$ cat src/rtl/mem_port_arbiter.sv
// N-to-1 round-robin memory port arbiter with a one-deep request latch per client.
// Latency: client strobe at t -> ctrl strobe at t+2 when idle; ready/q routed combinationally.
// Backpressure: ctrl_available low holds arbitration; clients see cl_available low while pending.
module mem_port_arbiter #(
    parameter int NUM_PORTS         = 4,
    parameter int PORT_ADDR_WIDTH   = 21,
    parameter int DATA_WIDTH        = 16,
    parameter int DQM_WIDTH         = 2,
    parameter int PORT_OUTPUT_WIDTH = 32,
    parameter int BURST_BEATS       = 4
) (
    input  logic                                 clk,
    input  logic                                 rst_n,
    input  logic [NUM_PORTS*PORT_ADDR_WIDTH-1:0] cl_addr,
    input  logic [NUM_PORTS*DATA_WIDTH-1:0]      cl_data,
    input  logic [NUM_PORTS*DQM_WIDTH-1:0]       cl_byte_en,
    input  logic [NUM_PORTS-1:0]                 cl_wr,
    input  logic [NUM_PORTS-1:0]                 cl_rd,
    input  logic [NUM_PORTS-1:0]                 cl_burst,
    output logic [PORT_OUTPUT_WIDTH-1:0]         cl_q,
    output logic [NUM_PORTS-1:0]                 cl_available,
    output logic [NUM_PORTS-1:0]                 cl_ready,
    output logic [PORT_ADDR_WIDTH-1:0]           ctrl_addr,
    output logic [DATA_WIDTH-1:0]                ctrl_data,
    output logic [DQM_WIDTH-1:0]                 ctrl_byte_en,
    output logic                                 ctrl_wr,
    output logic                                 ctrl_rd,
    output logic                                 ctrl_burst,
    input  logic [PORT_OUTPUT_WIDTH-1:0]         ctrl_q,
    input  logic                                 ctrl_available,
    input  logic                                 ctrl_ready
);

    localparam int PW = $clog2(NUM_PORTS);
    localparam int CW = $clog2(BURST_BEATS + 1);

    typedef enum logic [1:0] {
        ST_IDLE  = 2'd0,
        ST_ISSUE = 2'd1,
        ST_WAIT  = 2'd2
    } state_t;

    // Per-client request latches
    logic [NUM_PORTS-1:0]       pending_q;
    logic [PORT_ADDR_WIDTH-1:0] p_addr_q  [NUM_PORTS];
    logic [DATA_WIDTH-1:0]      p_data_q  [NUM_PORTS];
    logic [DQM_WIDTH-1:0]       p_ben_q   [NUM_PORTS];
    logic [NUM_PORTS-1:0]       p_wr_q;
    logic [NUM_PORTS-1:0]       p_burst_q;

    // Arbitration / transaction state
    state_t                     state_q;
    logic [PW-1:0]              grant_q;
    logic [PW-1:0]              ptr_q;
    logic [CW-1:0]              beats_q;
    logic [PORT_ADDR_WIDTH-1:0] ctrl_addr_q;
    logic [DATA_WIDTH-1:0]      ctrl_data_q;
    logic [DQM_WIDTH-1:0]       ctrl_ben_q;
    logic                       ctrl_wr_q;
    logic                       ctrl_rd_q;
    logic                       ctrl_burst_q;

    // Next-state helpers
    logic [NUM_PORTS-1:0]       cap_d;
    logic [NUM_PORTS-1:0]       clr_mask_d;
    logic [NUM_PORTS-1:0]       pending_d;
    logic                       any_pend_d;
    logic [PW-1:0]              grant_d;
    logic [PW-1:0]              cand;
    logic [CW-1:0]              beats_exp_d;
    logic [CW-1:0]              beats_left_d;
    logic                       done_d;

    // Round-robin search: first pending port after the last one served
    always_comb begin
        any_pend_d = 1'b0;
        grant_d    = ptr_q;
        cand       = ptr_q;
        for (int k = 1; k <= NUM_PORTS; k++) begin
            cand = PW'((int'(ptr_q) + k) % NUM_PORTS);
            if (!any_pend_d && pending_q[cand]) begin
                any_pend_d = 1'b1;
                grant_d    = cand;
            end
        end
    end

    // Beat accounting; a ready arriving alongside the strobe already counts
    always_comb begin
        beats_exp_d  = (ctrl_wr_q || !ctrl_burst_q) ? CW'(1) : CW'(BURST_BEATS);
        beats_left_d = beats_exp_d - CW'(ctrl_ready);
        done_d       = ((state_q == ST_ISSUE) && (beats_left_d == '0)) ||
                       ((state_q == ST_WAIT) && ctrl_ready && (beats_q == CW'(1)));
        clr_mask_d   = done_d ? (NUM_PORTS'(1) << grant_q) : '0;
        cap_d        = (cl_rd | cl_wr) & ~pending_q;
        pending_d    = (pending_q | cap_d) & ~clr_mask_d;
    end

    // Capture client requests into free latches; release on final beat
    always_ff @(posedge clk) begin
        if (!rst_n) begin
            pending_q <= '0;
            p_wr_q    <= '0;
            p_burst_q <= '0;
            for (int i = 0; i < NUM_PORTS; i++) begin
                p_addr_q[i] <= '0;
                p_data_q[i] <= '0;
                p_ben_q[i]  <= '0;
            end
        end else begin
            pending_q <= pending_d;
            for (int i = 0; i < NUM_PORTS; i++) begin
                if (cap_d[i]) begin
                    p_addr_q[i]  <= cl_addr[i*PORT_ADDR_WIDTH +: PORT_ADDR_WIDTH];
                    p_data_q[i]  <= cl_data[i*DATA_WIDTH +: DATA_WIDTH];
                    p_ben_q[i]   <= cl_byte_en[i*DQM_WIDTH +: DQM_WIDTH];
                    // write wins when both strobes are high; burst only qualifies reads
                    p_wr_q[i]    <= cl_wr[i];
                    p_burst_q[i] <= cl_rd[i] & cl_burst[i] & ~cl_wr[i];
                end
            end
        end
    end

    // Transaction FSM with registered controller-side outputs
    always_ff @(posedge clk) begin
        if (!rst_n) begin
            state_q      <= ST_IDLE;
            grant_q      <= '0;
            ptr_q        <= PW'(NUM_PORTS - 1);
            beats_q      <= '0;
            ctrl_addr_q  <= '0;
            ctrl_data_q  <= '0;
            ctrl_ben_q   <= '0;
            ctrl_wr_q    <= 1'b0;
            ctrl_rd_q    <= 1'b0;
            ctrl_burst_q <= 1'b0;
        end else begin
            case (state_q)
                ST_IDLE: begin
                    if (any_pend_d && ctrl_available) begin
                        grant_q      <= grant_d;
                        ctrl_addr_q  <= p_addr_q[grant_d];
                        ctrl_data_q  <= p_data_q[grant_d];
                        ctrl_ben_q   <= p_ben_q[grant_d];
                        ctrl_wr_q    <= p_wr_q[grant_d];
                        ctrl_rd_q    <= ~p_wr_q[grant_d];
                        ctrl_burst_q <= p_burst_q[grant_d];
                        state_q      <= ST_ISSUE;
                    end
                end
                ST_ISSUE: begin
                    ctrl_wr_q    <= 1'b0;
                    ctrl_rd_q    <= 1'b0;
                    ctrl_burst_q <= 1'b0;
                    beats_q      <= beats_left_d;
                    if (done_d) begin
                        ptr_q   <= grant_q;
                        state_q <= ST_IDLE;
                    end else begin
                        state_q <= ST_WAIT;
                    end
                end
                ST_WAIT: begin
                    if (ctrl_ready) begin
                        beats_q <= beats_q - CW'(1);
                        if (done_d) begin
                            ptr_q   <= grant_q;
                            state_q <= ST_IDLE;
                        end
                    end
                end
                default: state_q <= ST_IDLE;
            endcase
        end
    end

    // Route controller beats only to the port in service
    always_comb begin
        cl_ready = '0;
        if ((state_q != ST_IDLE) && ctrl_ready) begin
            cl_ready[grant_q] = 1'b1;
        end
    end

    assign cl_available = ~pending_q;
    assign cl_q         = ctrl_q;
    assign ctrl_addr    = ctrl_addr_q;
    assign ctrl_data    = ctrl_data_q;
    assign ctrl_byte_en = ctrl_ben_q;
    assign ctrl_wr      = ctrl_wr_q;
    assign ctrl_rd      = ctrl_rd_q;
    assign ctrl_burst   = ctrl_burst_q;

endmodule
$ cat config.mk
export PLATFORM = sky130hd
export DESIGN_NAME = mem_port_arbiter
export DESIGN_NICKNAME = d
export VERILOG_FILES = /design/src/rtl/mem_port_arbiter.sv
export SDC_FILE = /design/constraint.sdc
export NUM_CORES = 1
export LEC_CHECK = 0
export BUFFER_PORTS_ARGS = -buffer_cell sky130_fd_sc_hd__buf_2
export CAP_MARGIN = 15
export CORE_MARGIN = 2
export CORE_UTILIZATION = 30
export CTS_CLUSTER_DIAMETER = 60
export CTS_CLUSTER_SIZE = 20
export DETAILED_ROUTE_END_ITERATION = 8
export SLEW_MARGIN = 20
export SYNTH_ARGS = -nofsm -noshare
export SYNTH_HDL_FRONTEND = slang
export SYNTH_SLANG_ARGS = --single-unit
$ cat constraint.sdc
create_clock -name clk -period 2.75 [get_ports clk]
set_input_delay 0.55 -clock clk [delete_from_list [all_inputs] [get_ports clk]]
set_output_delay 0.55 -clock clk [all_outputs]
set_load 0.02 [all_outputs]
# Yosys cells after proc, flatten, opt, wreduce, memory -nomap -nowiden
# Memory sizes are Yosys's and may differ from the RTL's. A register that Yosys moved wholly into a read port is not among the register bits.
# Cells that the tools add are included.
# op_classes
bitwise_logic	31
shifts	1
addsub	6
multipliers	0
n_mux	66
n_lt_le_gt_ge	7
div	0
reduce_logical	27
n_eq_ne	6
# op_table
operator	n
$mux W21	4
$mux W16	4
$mux W2	14
$mux W1	27
$lt A2 B3 Y1 const B	6
$bmux W1 S2	6
$or A1 B1 Y1	12
$logic_and A1 B1 Y1	9
$and A1 B1 Y1	8
$and A4 B4 Y4	2
$mux W4	2
$not A4 Y4	2
$or A4 B4 Y4	2
$logic_not A1 Y1	7
$mux W3	2
$ne A2 B2 Y1 const B	3
$pmux W1 S2	3
$pmux W2 S3	1
$pmux W3 S2	1
$reduce_and A2 Y1	3
$reduce_bool A2 Y1	3
$not A1 Y1	5
$add A2 B1 Y2 const B	2
$add A2 B2 Y2 const B	2
13 further kinds	14
# word_totals
out_inout_bits	82
romBits	0
regBits	24
latchBits	0
ram_bits	156
mem_count	3
# memory_table
memory	words	word_bits	read_ports	rd_clocked_by_memory_dff	write_ports	line_no	source
p_addr_q	4	21	1	1	4	45	logic [PORT_ADDR_WIDTH-1:0] p_addr_q [NUM_PORTS];
p_data_q	4	16	1	1	4	46	logic [DATA_WIDTH-1:0] p_data_q [NUM_PORTS];
p_ben_q	4	2	1	1	4	47	logic [DQM_WIDTH-1:0] p_ben_q [NUM_PORTS];

# Depth between registers and ports, before layout
# depth
ltp_word	18
depth_mapped	8

# Worst setup path before layout
# No wires, ideal clock.
# synth_timing
path_kind	in2reg
start	input cl_wr[0]
end	memory p_addr_q[0][0], enable pin
path_buffers	0
setup_slack_ns	0.644
arrival_time_ns	1.582
cell_stages	2
cell_sequence	o21ai_0 -> nand2_1
# synth_lines
item	line_no	source
start: declaration	17	input logic [NUM_PORTS-1:0] cl_wr,
end: declaration	45	

# Worst setup path in the final report
# layout_timing
start	register pending_q[1]
end	register ctrl_addr_q[3] (netlist: ctrl_addr[3]) (read register of p_addr_q)
# layout_via
elab_chain_cells	14
word_cells_on_any_way	24
classes_between	mux: 16; reduce/logical: 8
# layout_rtl
item	line_no	source
start: declaration	44	logic [NUM_PORTS-1:0] pending_q;
start signal: assignment	111	pending_q <= pending_d;
$bmux W1 S2	81	if (!any_pend_d && pending_q[cand]) begin
$mux W1 (implied by the code)	81	
$mux W1	81	
$logic_not A1 Y1	81	
$logic_and A1 B1 Y1	81	
$mux W1	81	
$logic_not A1 Y1	81	
$logic_and A1 B1 Y1	81	
$mux W1	81	
$logic_not A1 Y1	81	
$logic_and A1 B1 Y1	81	
$mux W1	81	
$logic_and A1 B1 Y1	141	if (any_pend_d && ctrl_available) begin
$reduce_and A2 Y1 (no line)	n/a	
end: declaration	56	logic [PORT_ADDR_WIDTH-1:0] ctrl_addr_q;
# Several ways; a longest one is shown, not always the timed one. The select of a mux whose other input is x is not followed.
# A chain may end at the register's enable or synchronous reset.

==> run_results.csv <==
group,metric,value,unit
power,clkPwrFrac,0.378,
setup_path,path_buf_inv,1,
clock_tree,post-cts-setup-buffer-count,0,
synthesis,synth_cells,841,
cells_and_area,fillers,3508,
setup_path,reg2reg_depth,6,
power,p_sw,2.27,mW
synthesis,synthDistinctLibCells,53,
clock_tree,cts_made_buffers,24,
timing,hold_viol,0,
placement,postPlaceCellArea,11900,um^2
setup_path,r2r-end,"ctrl_addr[3]",
setup_path,worstReg2RegStart,"pending_q[1]",
setup_path,crit_slowest_cell,"o41a_1",
timing,fmax,439,MHz
clock_tree,cts-resized-gates,0,
cells_and_area,drive_gt1_frac,0.372,
timing,finalCritPeriodShare,0.827,
power,cell_internal_pwr,6.11,mW
clock_tree,cts_hold_buf,0,
power,comb_power_share,0.149,
timing,slew_violations,0,
global_route,gr-usage-all-layers,0.158,
placement,place.gp.congestion,0.800,
synthesis,yosys-top-cells-count,"and2_1 (157), edfxtp_1 (156), dfxtp_1 (63), nand2_1 (62), mux2i_1 (42)",
setup_path,rrSetupSlack,0.47,ns
synthesis,syn_area,10800,um^2
synthesis,yosysSeqAreaShare,0.551,
clock_tree,ctsLongestPathBuffers,3,
detailed_routing,firstDrtPassIters,4,
global_route,gr-usage-met2,0.260,
global_route,met1_usage,0.217,
floorplanning,core_area,35500,um^2
setup_path,crit_family,"compound AO/OA/AOI/OAI gates",
run,maxCapViolations,0,
clock_tree,cts_tree,"built",
power,swShare,0.271,
global_route,grt_max_degree,42,
global_route,top_usage_layer,"met2",
synthesis,synth-seq-cells,219,
synthesis,synth_ff_type,"edfxtp_1",
setup_path,cp.arrival,2.67,ns
timing,period_needed,2.28,ns
synthesis,synth_async_sr_flop_share,0,
setup_path,endpoint_kind,"register",
synthesis,synth_edf_count,156,
clock_tree,htreeDepth,1,
power,vdd_ir_drop_max,0.371,mV
timing,holdWs,0.271,ns
global_route,overflow,0,
timing,setup_tns,0,ns
hold_path,hold_path_class,"in2reg",
cells_and_area,area_growth_syn_to_layout,17.5,%
setup_path,crit_path_start_kind,"register",
synthesis,syn_area_per_cell,12.8,um^2
synthesis,synthTopCellsByArea,"edfxtp_1 (43%), dfxtp_1 (12%), and2_1 (9.1%), a21o_4 (4.9%), o211ai_2 (4.4%)",
synthesis,synth_top_area_cell,"edfxtp_1",
power,p_per_area,661,nW/um^2
clock_tree,clk_pin_slew,0.07,ns
clock_tree,cts_num_sinks,219,
synthesis,synth_top_cell_area_share,0.434,
cells_and_area,fin_nets,1229,
floorplanning,dieArea,37500,um^2
setup_path,worstPathMaxFanout,18,
floorplanning,die_x,194,um
global_route,grt_pass1_vias,7218,
global_route,use_met3,0.0292,
detailed_routing,final_antenna_net_count,0,
clock_tree,clock_latency,0.53,ns
detailed_routing,via_per_inst,4.78,
setup_path,cp.required,3.14,ns
synthesis,yosysMostFrequentCell,"and2_1",
placement,portBuffers,221,
floorplanning,num_io_pins,286,
detailed_routing,finalWirelength,30300,um
timing,setup_viol,0,
cells_and_area,stdcell_area,12700,um^2
setup_path,critical_path.max_stage_delay,0.49,ns
global_route,grt_pass1_wl,45300,um
floorplanning,initial_core_util,0.304,
setup_path,crit_chain,"o41a_1 -> and3_4 -> a21bo_4 -> buf_12 -> a21o_1 -> o211ai_2",
placement,hpwl,20300,um
floorplanning,dieHeight,194,um
power,p_leak,5.28,nW
outcome,status,"completed",
hold_path,min_path_cells,3,
timing,finClkSkew,0.0189,ns
setup_path,path_class,"reg2reg",
detailed_routing,drc,0,
timing,worst_pin_slew,0.970,ns
power,finalPower,8.38,mW
power,pwr-share-seq,0.473,
detailed_routing,drt_iter0_drc,378,
floorplanning,rows,69,
hold_path,holdCritStartpoint,"cl_wr[3]",
synthesis,synth_nets,1050,
synthesis,yosysWarnings,0,
detailed_routing,detail_route.wl_per_cell,20.2,um
timing,rsz0062_at_grt,"no",
detailed_routing,vias,7176,
hold_path,hold_end,"p_wr_q[3]",
timing,slew_headroom,0.352,
global_route,antenna_found_initial,0,
clock_tree,root_buffer,"clkbuf_16",
[metrics by stage]
| stage | cells | util | setup slack, ns |
|---|---|---|---|
| floorplan | 841 | - | 0.644 |
| detailed placement | 1454 | 0.335 | 0.458 |
| finish | 1500 | 0.358 | 0.474 |
| CTS | 1498 | 0.357 | 0.445 |
| global placement | 1454 | 0.335 | 0.452 |
| global route | 1499 | 0.357 | 0.284 |
[how the worst max path moves through the flow]
stage	start	endpoint	slack (ns)	cells past startpoint
after CTS	pending_q[1]	ctrl_addr[3]	0.44	6
after detailed placement	rst_n	p_addr_q[3][20]	0.46	4
after global routing	state_q[0]	cl_ready[3]	0.28	3
after global placement	rst_n	p_addr_q[3][8]	0.45	4
after floorplan	cl_wr[0]	p_addr_q[0][0]	0.64	2
final	pending_q[1]	ctrl_addr[3]	0.47	6
[cell families (layout without fill, tap and decap cells)]
group / count (synthesis) / after routing / synth area share
adders and majority gates: 5 / 5 / 0.00580
buffers and inverters: 108 / 305 / 0.0893
other: 0 / 1 / 0
AOI/OAI and AO/OA: 158 / 158 / 0.153
muxes: 42 / 42 / 0.0390
and+or+nand+nor: 306 / 306 / 0.160
DFF: 219 / 219 / 0.551
xor gates and xnor gates: 3 / 3 / 0.00243
[layout make-up]
class / count / area, um^2 / area share
Antenna cell: 1 / 2.50 / 0.000197
Clock buffer: 34 / 699 / 0.0551
Clock inverter: 10 / 70.1 / 0.00552
Inverter: 11 / 41.3 / 0.00325
Multi-Input combinational cell: 514 / 3960 / 0.312
Sequential cell: 219 / 5950 / 0.469
Tap cell: 461 / 577 / 0.0455
Timing Repair Buffer: 250 / 1390 / 0.110
[sequential cells by signal (all words and copies together) (netlist names), 3 cells and up]
| signal | cells |
|---|---|
| ctrl_addr | 21 |
| p_addr_q | 84 |
| p_burst_q | 4 |
| beats_q | 3 |
| pending_q | 4 |
| ctrl_data | 16 |
| p_wr_q | 4 |
| p_data_q | 64 |
| p_ben_q | 8 |
[routing by layer]
layer,share of wire,vias to the layer above,wire length [um]
met5,0,-,0
met4,0.016,0,477
met3,0.066,40,1990
met2,0.47,255,14400
met1,0.44,3492,13500
li1,-,3389,-
[power groups by stage]
stage	registers [mW]	logic (mW)	clock network, mW
final	3.96	1.25	3.17
after global placement	4.02	1.25	0
after floorplan	4.07	0.874	0
after global routing	3.99	1.36	3.39
after CTS	3.96	1.27	3.26
after detailed placement	4.03	1.27	0
[worst register-to-register path, stage by stage, from the launching register on]
cell      delay, ns
dfxtp_1        0.39
o41a_1         0.49
and3_4         0.22
a21bo_4        0.42
buf_12         0.22
a21o_1         0.27
o211ai_2       0.12
[cell usage in the layout, fill, tap and decap left out, drive strengths merged, types with 2 or more instances in the layout]
master	count
nand2	62
nand3	5
mux2i	42
clkinv	7
nor2	20
a21o	42
nor2b	4
edfxtp	156
nand4	40
o21ai	8
ha	5
dfxtp	63
a311oi	4
a211oi	7
o31ai	40
nor3	10
buf	250
and2	158
xnor2	2
a32oi	4
nand2b	3
o211ai	41
a21oi	2
clkbuf	34
o221ai	2
inv	14
and3	2
o21a	3
Note: power is estimated with default switching activity, not from simulation.
